`src/rtl/umich_seq_div_op_if.sv`:
```
// rtl/umich_seq_div_op_if.sv - operand/result handshake bundle for umich_seq_div_op
// The tc signal exists only when UMICH_SEQ_DIV_TC_EN is defined.
interface umich_seq_div_op_if #(
   parameter int WIDTH = 64
);
   logic             in_valid;
   logic             in_ready;
   logic [WIDTH-1:0] A;
   logic [WIDTH-1:0] B;
`ifdef UMICH_SEQ_DIV_TC_EN
   logic             tc;
`endif
   logic             out_valid;
   logic             out_ready;
   logic [WIDTH-1:0] Z;
   logic [WIDTH-1:0] R;
   logic             div_by_zero;

   modport master (
`ifdef UMICH_SEQ_DIV_TC_EN
      output tc,
`endif
      output in_valid, A, B, out_ready,
      input  in_ready, out_valid, Z, R, div_by_zero
   );

   modport slave (
`ifdef UMICH_SEQ_DIV_TC_EN
      input  tc,
`endif
      input  in_valid, A, B, out_ready,
      output in_ready, out_valid, Z, R, div_by_zero
   );
endinterface

```
`src/rtl/umich_seq_div_op.sv`:
```
// rtl/umich_seq_div_op.sv - multi-cycle restoring divider, one quotient bit per clock
// Signed (two's-complement) mode is built only when UMICH_SEQ_DIV_TC_EN is defined.
module umich_seq_div_op #(
   parameter int WIDTH = 64
) (
   input logic               clocked_on,
   input logic               preset,
   umich_seq_div_op_if.slave bus
);
   localparam int CW = $clog2(WIDTH);

   typedef enum logic [1:0] {IDLE, BUSY, DONE} state_t;

   state_t           state_q, state_d;
   logic [CW-1:0]    cnt_q, cnt_d;
   // dividend bits leave at the top while quotient bits enter at the bottom
   logic [WIDTH-1:0] quo_q, quo_d;
   logic [WIDTH-1:0] rem_q, rem_d;
   logic [WIDTH-1:0] dvsr_q, dvsr_d;
   logic [WIDTH-1:0] z_q, z_d;
   logic [WIDTH-1:0] r_q, r_d;
   logic             dbz_q, dbz_d;
`ifdef UMICH_SEQ_DIV_TC_EN
   logic             neg_z_q, neg_z_d;
   logic             neg_r_q, neg_r_d;
`endif

   logic [WIDTH-1:0] a_mag, b_mag;
   logic [WIDTH:0]   rem_sh;
   logic             ge;
   logic [WIDTH-1:0] quo_next, rem_next;

   always_comb begin
`ifdef UMICH_SEQ_DIV_TC_EN
      a_mag = (bus.tc && bus.A[WIDTH-1]) ? -bus.A : bus.A;
      b_mag = (bus.tc && bus.B[WIDTH-1]) ? -bus.B : bus.B;
`else
      a_mag = bus.A;
      b_mag = bus.B;
`endif
   end

   always_comb begin
      rem_sh   = {rem_q, quo_q[WIDTH-1]};
      ge       = (rem_sh >= {1'b0, dvsr_q});
      quo_next = {quo_q[WIDTH-2:0], ge};
      rem_next = ge ? WIDTH'(rem_sh - {1'b0, dvsr_q}) : rem_sh[WIDTH-1:0];
   end

   always_comb begin
      state_d = state_q;
      cnt_d   = cnt_q;
      quo_d   = quo_q;
      rem_d   = rem_q;
      dvsr_d  = dvsr_q;
      z_d     = z_q;
      r_d     = r_q;
      dbz_d   = dbz_q;
`ifdef UMICH_SEQ_DIV_TC_EN
      neg_z_d = neg_z_q;
      neg_r_d = neg_r_q;
`endif
      case (state_q)
         IDLE: begin
            if (bus.in_valid) begin
               quo_d  = a_mag;
               dvsr_d = b_mag;
               rem_d  = '0;
`ifdef UMICH_SEQ_DIV_TC_EN
               neg_z_d = bus.tc && (bus.A[WIDTH-1] ^ bus.B[WIDTH-1]);
               neg_r_d = bus.tc && bus.A[WIDTH-1];
`endif
               if (bus.B == '0) begin
                  // R = A holds in both modes, so the raw operand is used
                  z_d     = '1;
                  r_d     = bus.A;
                  dbz_d   = 1'b1;
                  state_d = DONE;
               end else begin
                  cnt_d   = CW'(WIDTH - 1);
                  state_d = BUSY;
               end
            end
         end
         BUSY: begin
            quo_d = quo_next;
            rem_d = rem_next;
            cnt_d = cnt_q - 1'b1;
            if (cnt_q == '0) begin
               z_d   = quo_next;
               r_d   = rem_next;
               dbz_d = 1'b0;
`ifdef UMICH_SEQ_DIV_TC_EN
               if (neg_z_q) z_d = -quo_next;
               if (neg_r_q) r_d = -rem_next;
`endif
               state_d = DONE;
            end
         end
         DONE: begin
            if (bus.out_ready) state_d = IDLE;
         end
         default: state_d = IDLE;
      endcase
   end

   always_ff @(posedge clocked_on or posedge preset) begin
      if (preset) begin
         state_q <= IDLE;
         cnt_q   <= '0;
         quo_q   <= '0;
         rem_q   <= '0;
         dvsr_q  <= '0;
         z_q     <= '0;
         r_q     <= '0;
         dbz_q   <= 1'b0;
`ifdef UMICH_SEQ_DIV_TC_EN
         neg_z_q <= 1'b0;
         neg_r_q <= 1'b0;
`endif
      end else begin
         state_q <= state_d;
         cnt_q   <= cnt_d;
         quo_q   <= quo_d;
         rem_q   <= rem_d;
         dvsr_q  <= dvsr_d;
         z_q     <= z_d;
         r_q     <= r_d;
         dbz_q   <= dbz_d;
`ifdef UMICH_SEQ_DIV_TC_EN
         neg_z_q <= neg_z_d;
         neg_r_q <= neg_r_d;
`endif
      end
   end

   assign bus.in_ready    = (state_q == IDLE);
   assign bus.out_valid   = (state_q == DONE);
   assign bus.Z           = z_q;
   assign bus.R           = r_q;
   assign bus.div_by_zero = dbz_q;
endmodule

```
`src/flat_wrapper.sv`:
```
// flat-port wrapper written by rule: the top's interface ports become plain ports
module umich_seq_div_op_flat 
#(
   parameter int WIDTH = 64
)
  (clocked_on, preset, bus_in_valid, bus_A, bus_B, bus_out_ready, bus_in_ready, bus_out_valid, bus_Z, bus_R, bus_div_by_zero);
  umich_seq_div_op_if #(.WIDTH(WIDTH)) bus_i ();
  input logic clocked_on;
  input logic preset;
  input wire logic [$bits(bus_i.in_valid)-1:0] bus_in_valid;
  input wire logic [$bits(bus_i.A)-1:0] bus_A;
  input wire logic [$bits(bus_i.B)-1:0] bus_B;
  input wire logic [$bits(bus_i.out_ready)-1:0] bus_out_ready;
  output wire logic [$bits(bus_i.in_ready)-1:0] bus_in_ready;
  output wire logic [$bits(bus_i.out_valid)-1:0] bus_out_valid;
  output wire logic [$bits(bus_i.Z)-1:0] bus_Z;
  output wire logic [$bits(bus_i.R)-1:0] bus_R;
  output wire logic [$bits(bus_i.div_by_zero)-1:0] bus_div_by_zero;
  assign bus_i.in_valid = bus_in_valid;
  assign bus_i.A = bus_A;
  assign bus_i.B = bus_B;
  assign bus_i.out_ready = bus_out_ready;
  assign bus_in_ready = bus_i.in_ready;
  assign bus_out_valid = bus_i.out_valid;
  assign bus_Z = bus_i.Z;
  assign bus_R = bus_i.R;
  assign bus_div_by_zero = bus_i.div_by_zero;
  umich_seq_div_op #(.WIDTH(WIDTH)) u_core (.clocked_on(clocked_on), .preset(preset), .bus(bus_i));
endmodule
```
`config.mk`:
```
export PLATFORM = sky130hd
export DESIGN_NAME = umich_seq_div_op_flat
export DESIGN_NICKNAME = d
export VERILOG_FILES = /design/src/rtl/umich_seq_div_op_if.sv /design/src/rtl/umich_seq_div_op.sv /design/src/flat_wrapper.sv
export SDC_FILE = /design/constraint.sdc
export NUM_CORES = 1
export LEC_CHECK = 0
export ABC_AREA = 1
export BUFFER_PORTS_ARGS = -buffer_cell sky130_fd_sc_hd__buf_2
export CAP_MARGIN = 30
export CORE_MARGIN = 2
export CORE_UTILIZATION = 40
export DETAILED_ROUTE_END_ITERATION = 6
export GPL_TIMING_DRIVEN = 0
export SKIP_LAST_GASP = 1
export SLEW_MARGIN = 20
export SYNTH_ARGS = -nofsm -noshare
export SYNTH_HDL_FRONTEND = slang
export SYNTH_SLANG_ARGS = --single-unit
```
`constraint.sdc`:
```
create_clock -name clocked_on -period 14 [get_ports clocked_on]
set_input_delay 1.4 -clock clocked_on [delete_from_list [all_inputs] [get_ports clocked_on]]
set_output_delay 1.4 -clock clocked_on [all_outputs]
set_load 0.1 [all_outputs]
```
==> impl_metrics.env, run 1 <==
export IMPL_synth_area_top_cells="dfrtp_1 (38%), nand2_1 (17%), inv_1 (10%), nand3_1 (5.3%), o21ai_0 (4.7%)"
export IMPL_grt_total_usage=0.276
export IMPL_hp_class="flop to flop"
export IMPL_area_growth_synth_to_final_pct=16.2
export IMPL_hp_start="u_core.dvsr_q[61]"
export IMPL_slew_headroom=0.369
export IMPL_clk_pin_slew_worst_paths_ps=60
export IMPL_dieArea_mm2=0.0559
export IMPL_ys_seq_area_frac=0.381
export IMPL_worstSetupPathType="input port to flop"
export IMPL_vias_per_cell=5.03
export IMPL_grt_pass1_vias=20300
export IMPL_portBuffers=262
export IMPL_synth_seq_cells=329
export IMPL_gp_congestion=1.00
export IMPL_start_kind="input port"
export IMPL_min_period_over_period=0.281
export IMPL_final_max_slew_violation_count=0
export IMPL_finalNonFillerCells=4207
export IMPL_crit_fanout=10
export IMPL_clk_insertion_delay_late_ps=580
export IMPL_drtIter0Drc=1753
export IMPL_chipWidth_um=236
export IMPL_period_needed_ps=3930
export IMPL_rsz0062_at_grt="no"
export IMPL_synth_async_reset_ratio=1.00
export IMPL_cts_setup_buffers=0
export IMPL_wl_per_cell_um=18.4
export IMPL_maxCapViolations=0
export IMPL_grt_overflow=0
export IMPL_max_freq_mhz=254
export IMPL_core_area_mm2=0.0536
export IMPL_grt_max_degree=102
export IMPL_netlist_instances=3183
export IMPL_status="complete, no violations"
export IMPL_synth_top_flop_cell="dfrtp_1"
export IMPL_ys_types=37
export IMPL_grt_pass1_wl_um=118000
export IMPL_ff2ff_path_depth=14
export IMPL_skew_ps=32.0
export IMPL_endpoint_kind="flop"
export IMPL_drt_pass1_iter_count=5
export IMPL_pre_cts_slack_ps=9610
export IMPL_cts_root_buf="clkbuf_16"
export IMPL_yosysTopAreaCellShare=0.381
export IMPL_io_pins=263
export IMPL_vias=21100
export IMPL_critPathLaunch="bus_B[61]"
export IMPL_clock_sinks=329
export IMPL_cts_buffers=38
export IMPL_finalSetupViolCount=0
export IMPL_std_cell_rows=85
export IMPL_drive_above_1_share=0.149
export IMPL_fp_dieH_um=236
export IMPL_antenna_cells=0
export IMPL_cts_tree="done"
export IMPL_cts_resized=0
export IMPL_synth_edff_count=0
export IMPL_fin_ws_ps=10070
export IMPL_critPathCapture="u_core.bus.R[42]"
export IMPL_netlist_area_mm2=0.0216
export IMPL_wl_um=77400
export IMPL_avgSynthCellArea_um2=6.79
export IMPL_r2r_slack_ps=10770
export IMPL_crit_required_ps=14450
export IMPL_hold_ws_ps=484
export IMPL_yosys_area_top_type="dfrtp_1"
export IMPL_clock_path_buffers=3
export IMPL_cp_arrival_ps=4390
export IMPL_ys_warn_count=0
export IMPL_htree_num_levels=2
export IMPL_hold_buffers=0
export IMPL_dp_hpwl_um=63500
export IMPL_tightest_slew_ps=947
export IMPL_dp_cells=4144
export IMPL_final_hold_viol_count=0
export IMPL_antenna_left=0
export IMPL_drcViolationCount=0
export IMPL_worstReg2RegStart="u_core.rem_q[48]"
export IMPL_syn_nets=3382
export IMPL_floorplan_initialDensity=0.403
export IMPL_antenna_found_initial=1
export IMPL_rr_endpoint="u_core.bus.R[37]"
export IMPL_nNetsFinal=3687
==> area by class of cell <==
type,count,area (µm²)
fill,5673,28500
multi-input combinational,2109,10400
sequential,329,8230
inverter,619,2330
timing repair buffer,265,1390
clock buffer,53,1080
tap,696,871
buffer,126,647
clock inverter,10,151
==> worst max-delay path: stages <==
cell	delay [ps]
buf_2	100
inv_1	140
nand4_1	290
nor2_1	210
nand2_1	60
nor2_1	530
nand2_1	110
nand2_1	80
nand3_1	200
buf_2	270
buf_1	360
a21oi_1	370
nand3_1	150
nand2_1	80
inv_1	30
==> through the flow <==
stage | utilization | setup TNS, ps | instance area, µm²
after floorplan | - | 0 | 21600
after global placement | 0.444 | -136710 | 23800
after detailed placement | 0.445 | 0 | 23900
after CTS | 0.468 | 0 | 25100
after global routing | 0.468 | 0 | 25100
final | 0.468 | 0 | 25100
==> cells by family (layout without fill, tap and decap cells) <==
| logic type | count (synthesis) | in the layout | synth area share |
|---|---|---|---|
| and+or+nand+nor | 1642 | 1642 | 0.340 |
| buffers and inverters | 745 | 1073 | 0.138 |
| AOI/OAI and AO/OA | 369 | 369 | 0.0894 |
| DFF | 329 | 329 | 0.381 |
| adders and majority gates | 67 | 67 | 0.0392 |
| xor gates and xnor gates | 31 | 31 | 0.0126 |
==> synthesized netlist by cell type (14+ instances only) <==
cell and instances:
a21oi_1 101, a31oi_1 63, buf_2 29, clkbuf_1 68, dfrtp_1 329, ha_1 66
inv_1 604, inv_2 14, nand2_1 966, nand3_1 227, nand3_2 40, nand4_1 90
nor2_1 191, o21ai_0 201, or2_2 65, xor2_1 31
==> routing by layer <==
metal / wire length [µm] / up-vias / track usage
met5: 16 / - / 0
met4: 2660 / 2 / 0.0936
met3: 5320 / 130 / 0.0504
met2: 34900 / 681 / 0.441
met1: 34400 / 9812 / 0.377
li1: - / 10500 / -
==> placed cells by master, fill, tap and decap left out, drive strengths merged, types with 12 or more instances in the layout <==
cell and instances:
clkbuf 121, buf 323, or2 65, ha 66, xor2 31, a31oi 63, inv 621, nor2 207
a21oi 101, nor3 12, nand3 268, nand2 976, o21ai 203, dfrtp 329, nand4 100
==> state kept, by name, summed over array words and instances, names as in the netlist <==
signal	count
u_core.bus.R	64
u_core.bus.Z	64
u_core.dvsr_q	64
u_core.quo_q	64
u_core.rem_q	64
u_core.cnt_q	6
u_core.state_q	2
u_core.bus.div_by_zero	1
==> worst min path at each step <==
stage,end,slack [ps],cells past startpoint
floorplan,u_core.dvsr_q[10],450,2
global placement,u_core.dvsr_q[62],470,2
detailed placement,u_core.bus.Z[0],470,2
CTS,u_core.dvsr_q[61],490,2
global route,u_core.dvsr_q[58],510,2
finish,u_core.dvsr_q[61],480,2
Power of run 1 is left out: the tool's default activity adds up to more than one toggle a clock period on the data nets, which glitch-free logic cannot reach.
==> run 2: changes to the inputs <==
--- a/config.mk
+++ b/config.mk
@@ -5,7 +5,7 @@
 export SDC_FILE = /design/constraint.sdc
 export NUM_CORES = 1
 export LEC_CHECK = 0
-export ABC_AREA = 1
+export ABC_AREA = 0
 export BUFFER_PORTS_ARGS = -buffer_cell sky130_fd_sc_hd__buf_2
 export CAP_MARGIN = 30
 export CORE_MARGIN = 2
==> constraint.sdc (replaced) <==
create_clock -name clocked_on -period 3.2 [get_ports clocked_on]
set_input_delay 0.32 -clock clocked_on [delete_from_list [all_inputs] [get_ports clocked_on]]
set_output_delay 0.32 -clock clocked_on [all_outputs]
set_load 0.1 [all_outputs]
==> run 2 against run 1 <==
  * The run now ends with negative setup slack left
  * Utilization rose by 7.5 points
  * Via count fell by 17%
  * Count of clock-buffer cells in the layout fell by 5
  * Critical path type is now flop to flop
  * Sequential cell count did not move
  * Clock skew fell by 16 ps
  * Sequential share of layout area rose by 1.5 points
  * Synthesized area fell by 17%
==> impl_metrics.env, run 2 <==
export IMPL_skew_ps=15.9
export IMPL_chipWidth_um=216
export IMPL_drtIter0Drc=1554
export IMPL_portBuffers=262
export IMPL_synth_top_flop_cell="dfrtp_1"
export IMPL_drt_pass1_iter_count=5
export IMPL_drive_above_1_share=0.247
export IMPL_crit_buf_inv=2
export IMPL_floorplan_initialDensity=0.406
export IMPL_std_cell_rows=77
export IMPL_gp_congestion=0.940
export IMPL_clk_insertion_delay_late_ps=570
export IMPL_slowest_delay_ps=550
export IMPL_fillCellCount=4119
export IMPL_cts_root_buf="clkbuf_16"
export IMPL_slowest_stage="or4_4"
export IMPL_vias=17600
export IMPL_pre_cts_slack_ps=-1510
export IMPL_synth_seq_cells=329
export IMPL_synth_edff_count=0
export IMPL_ys_types=71
export IMPL_setup_tns_ps=-5230
export IMPL_grt_pass1_vias=17300
export IMPL_ff2ff_path_depth=12
export IMPL_final_cell_mix="nand2_1 (414), dfrtp_1 (320), buf_2 (262)"
export IMPL_netlist_top_cells_count="nand2_1 (421), dfrtp_1 (329), o21ai_0 (250)"
export IMPL_hold_ws_ps=13.0
export IMPL_grt_max_degree=36
export IMPL_avgSynthCellArea_um2=8.43
export IMPL_drcViolationCount=0
export IMPL_start_kind="flop"
export IMPL_min_period_over_period=1.06
export IMPL_synth_area_top_cells="dfrtp_1 (46%), nand2_1 (8.8%), o21ai_0 (7.0%), ha_1 (4.6%), nor2_1 (4.4%)"
export IMPL_maxCapViolations=0
export IMPL_dieArea_mm2=0.0467
export IMPL_grt_overflow=0
export IMPL_antenna_left=0
export IMPL_path_depth=12
export IMPL_layout_commonest_cell="nand2_1"
export IMPL_netlist_instances=2134
export IMPL_hp_class="input port to flop"
export IMPL_antenna_cells=0
export IMPL_htree_num_levels=2
export IMPL_yosysMostFrequentCell="nand2_1"
export IMPL_yosys_area_top_type="dfrtp_1"
export IMPL_finalNonFillerCells=3140
export IMPL_grt_total_usage=0.287
export IMPL_endpoint_kind="flop"
export IMPL_violations="negative setup slack"
export IMPL_min_path_cells=3
export IMPL_grt_pass1_wl_um=103000
export IMPL_io_pins=263
export IMPL_worstSetupPathType="flop to flop"
export IMPL_wl_um=67800
export IMPL_netlist_area_mm2=0.0180
export IMPL_dp_hpwl_um=51800
export IMPL_clock_sinks=329
export IMPL_ys_warn_count=0
export IMPL_cts_tree="done"
export IMPL_ys_seq_area_frac=0.458
export IMPL_crit_family="compound AO/OA/AOI/OAI gates"
export IMPL_core_area_mm2=0.0443
export IMPL_max_freq_mhz=296
export IMPL_fp_dieH_um=216
export IMPL_crit_required_ps=3640
export IMPL_vias_per_cell=5.62
export IMPL_nNetsFinal=2727
export IMPL_wl_per_cell_um=21.6
export IMPL_dp_cells=3000
export IMPL_synth_async_reset_ratio=1.00
export IMPL_cp_arrival_ps=3830
export IMPL_fin_ws_ps=-182
export IMPL_clock_path_buffers=3
export IMPL_rsz0062_at_grt="yes"
export IMPL_cp_cell_sequence="ha_4 > nand4_1 > or4_4 > a2111oi_4 > nor3_4 > o21ai_4 > a21bo_4 > buf_12 > buf_6 > mux2i_4 > o211ai_1 > o21a_1"
export IMPL_finalSetupViolCount=82
export IMPL_syn_nets=2333
export IMPL_slew_headroom=0.375
export IMPL_antenna_found_initial=0
export IMPL_yosysTopAreaCellShare=0.458
export IMPL_cts_buffers=38
export IMPL_tightest_slew_ps=938
export IMPL_final_hold_viol_count=0
export IMPL_final_max_slew_violation_count=0
export IMPL_status="finished with violations"
export IMPL_period_needed_ps=3380
export IMPL_crit_fanout=6
export IMPL_clk_pin_slew_worst_paths_ps=60
export IMPL_area_growth_synth_to_final_pct=33.9
run 2: cell count changes in the layout (fill, tap and decap cells not counted), sizes merged, moves of 49 or more:
cell,change
nand4,-68
nand2,-555
nand3,-247
o21ai,+49
inv,-534
or2,-63
dlygate4sd3,+50
run 2: worst register-to-register path, stage by stage, from the launching register on:
cell and delay (ps):
dfrtp_1 470, ha_4 330, nand4_1 160, or4_4 550, a2111oi_4 280, nor3_4 110, o21ai_4 210, a21bo_4 200
buf_12 160, buf_6 160, mux2i_4 340, o211ai_1 130, o21a_1 150
run 2: final timing paths:
check                                          to  slack, ps              from
worst max-delay path             u_core.bus.R[33]       -180  u_core.rem_q[32]
worst min-delay path             u_core.dvsr_q[8]         10          bus_B[8]
worst max register to register   u_core.bus.R[33]       -180  u_core.rem_q[32]
worst min register to register   u_core.bus.Z[33]        470  u_core.bus.Z[33]
max in group asynchronous       u_core.dvsr_q[58]       1910            preset
min in group asynchronous        u_core.bus.Z[20]        310            preset
run 2: final cells by class:
type | count | area (µm²) | area share
Tap cell | 592 | 741 | 0.0308
Timing Repair Buffer | 379 | 2580 | 0.107
Sequential cell | 329 | 8240 | 0.343
Clock inverter | 12 | 90.1 | 0.00374
Buffer | 117 | 621 | 0.0258
Inverter | 88 | 334 | 0.0139
Multi-Input combinational cell | 1575 | 10400 | 0.431
Clock buffer | 48 | 1070 | 0.0444
run 2: logic make-up after synthesis:
group | synth area share
fa+ha+maj | 0.0470
buf+inv | 0.0503
mux | 0.0223
simple gates | 0.183
xor+xnor | 0.0273
flops | 0.458
compound gates | 0.212
run 2: layer usage:
layer	routed length, µm	vias to the layer above	global-route usage
met5	0	-	0
met4	2370	0	0.0970
met1	30300	8611	0.406
met2	30700	681	0.453
met3	4380	133	0.0405
li1	-	8218	-
run 2: stage by stage:
| step | cell area, µm² | utilization |
|---|---|---|
| floorplan | 18000 | - |
| CTS | 23400 | 0.528 |
| global route | 24100 | 0.543 |
| detailed placement | 20300 | 0.458 |
| finish | 24100 | 0.543 |
| global placement | 20000 | 0.452 |
run 2: timing repair:
item,CTS,global route
gates cloned,3,0
hold endpoints to repair,61,0
pin swaps,54,48
resized for setup,244,147
hold buffers,50,0
setup buffers,39,16
endpoints found under the setup margin,203,208
Power of run 2 is left out for the same reason.
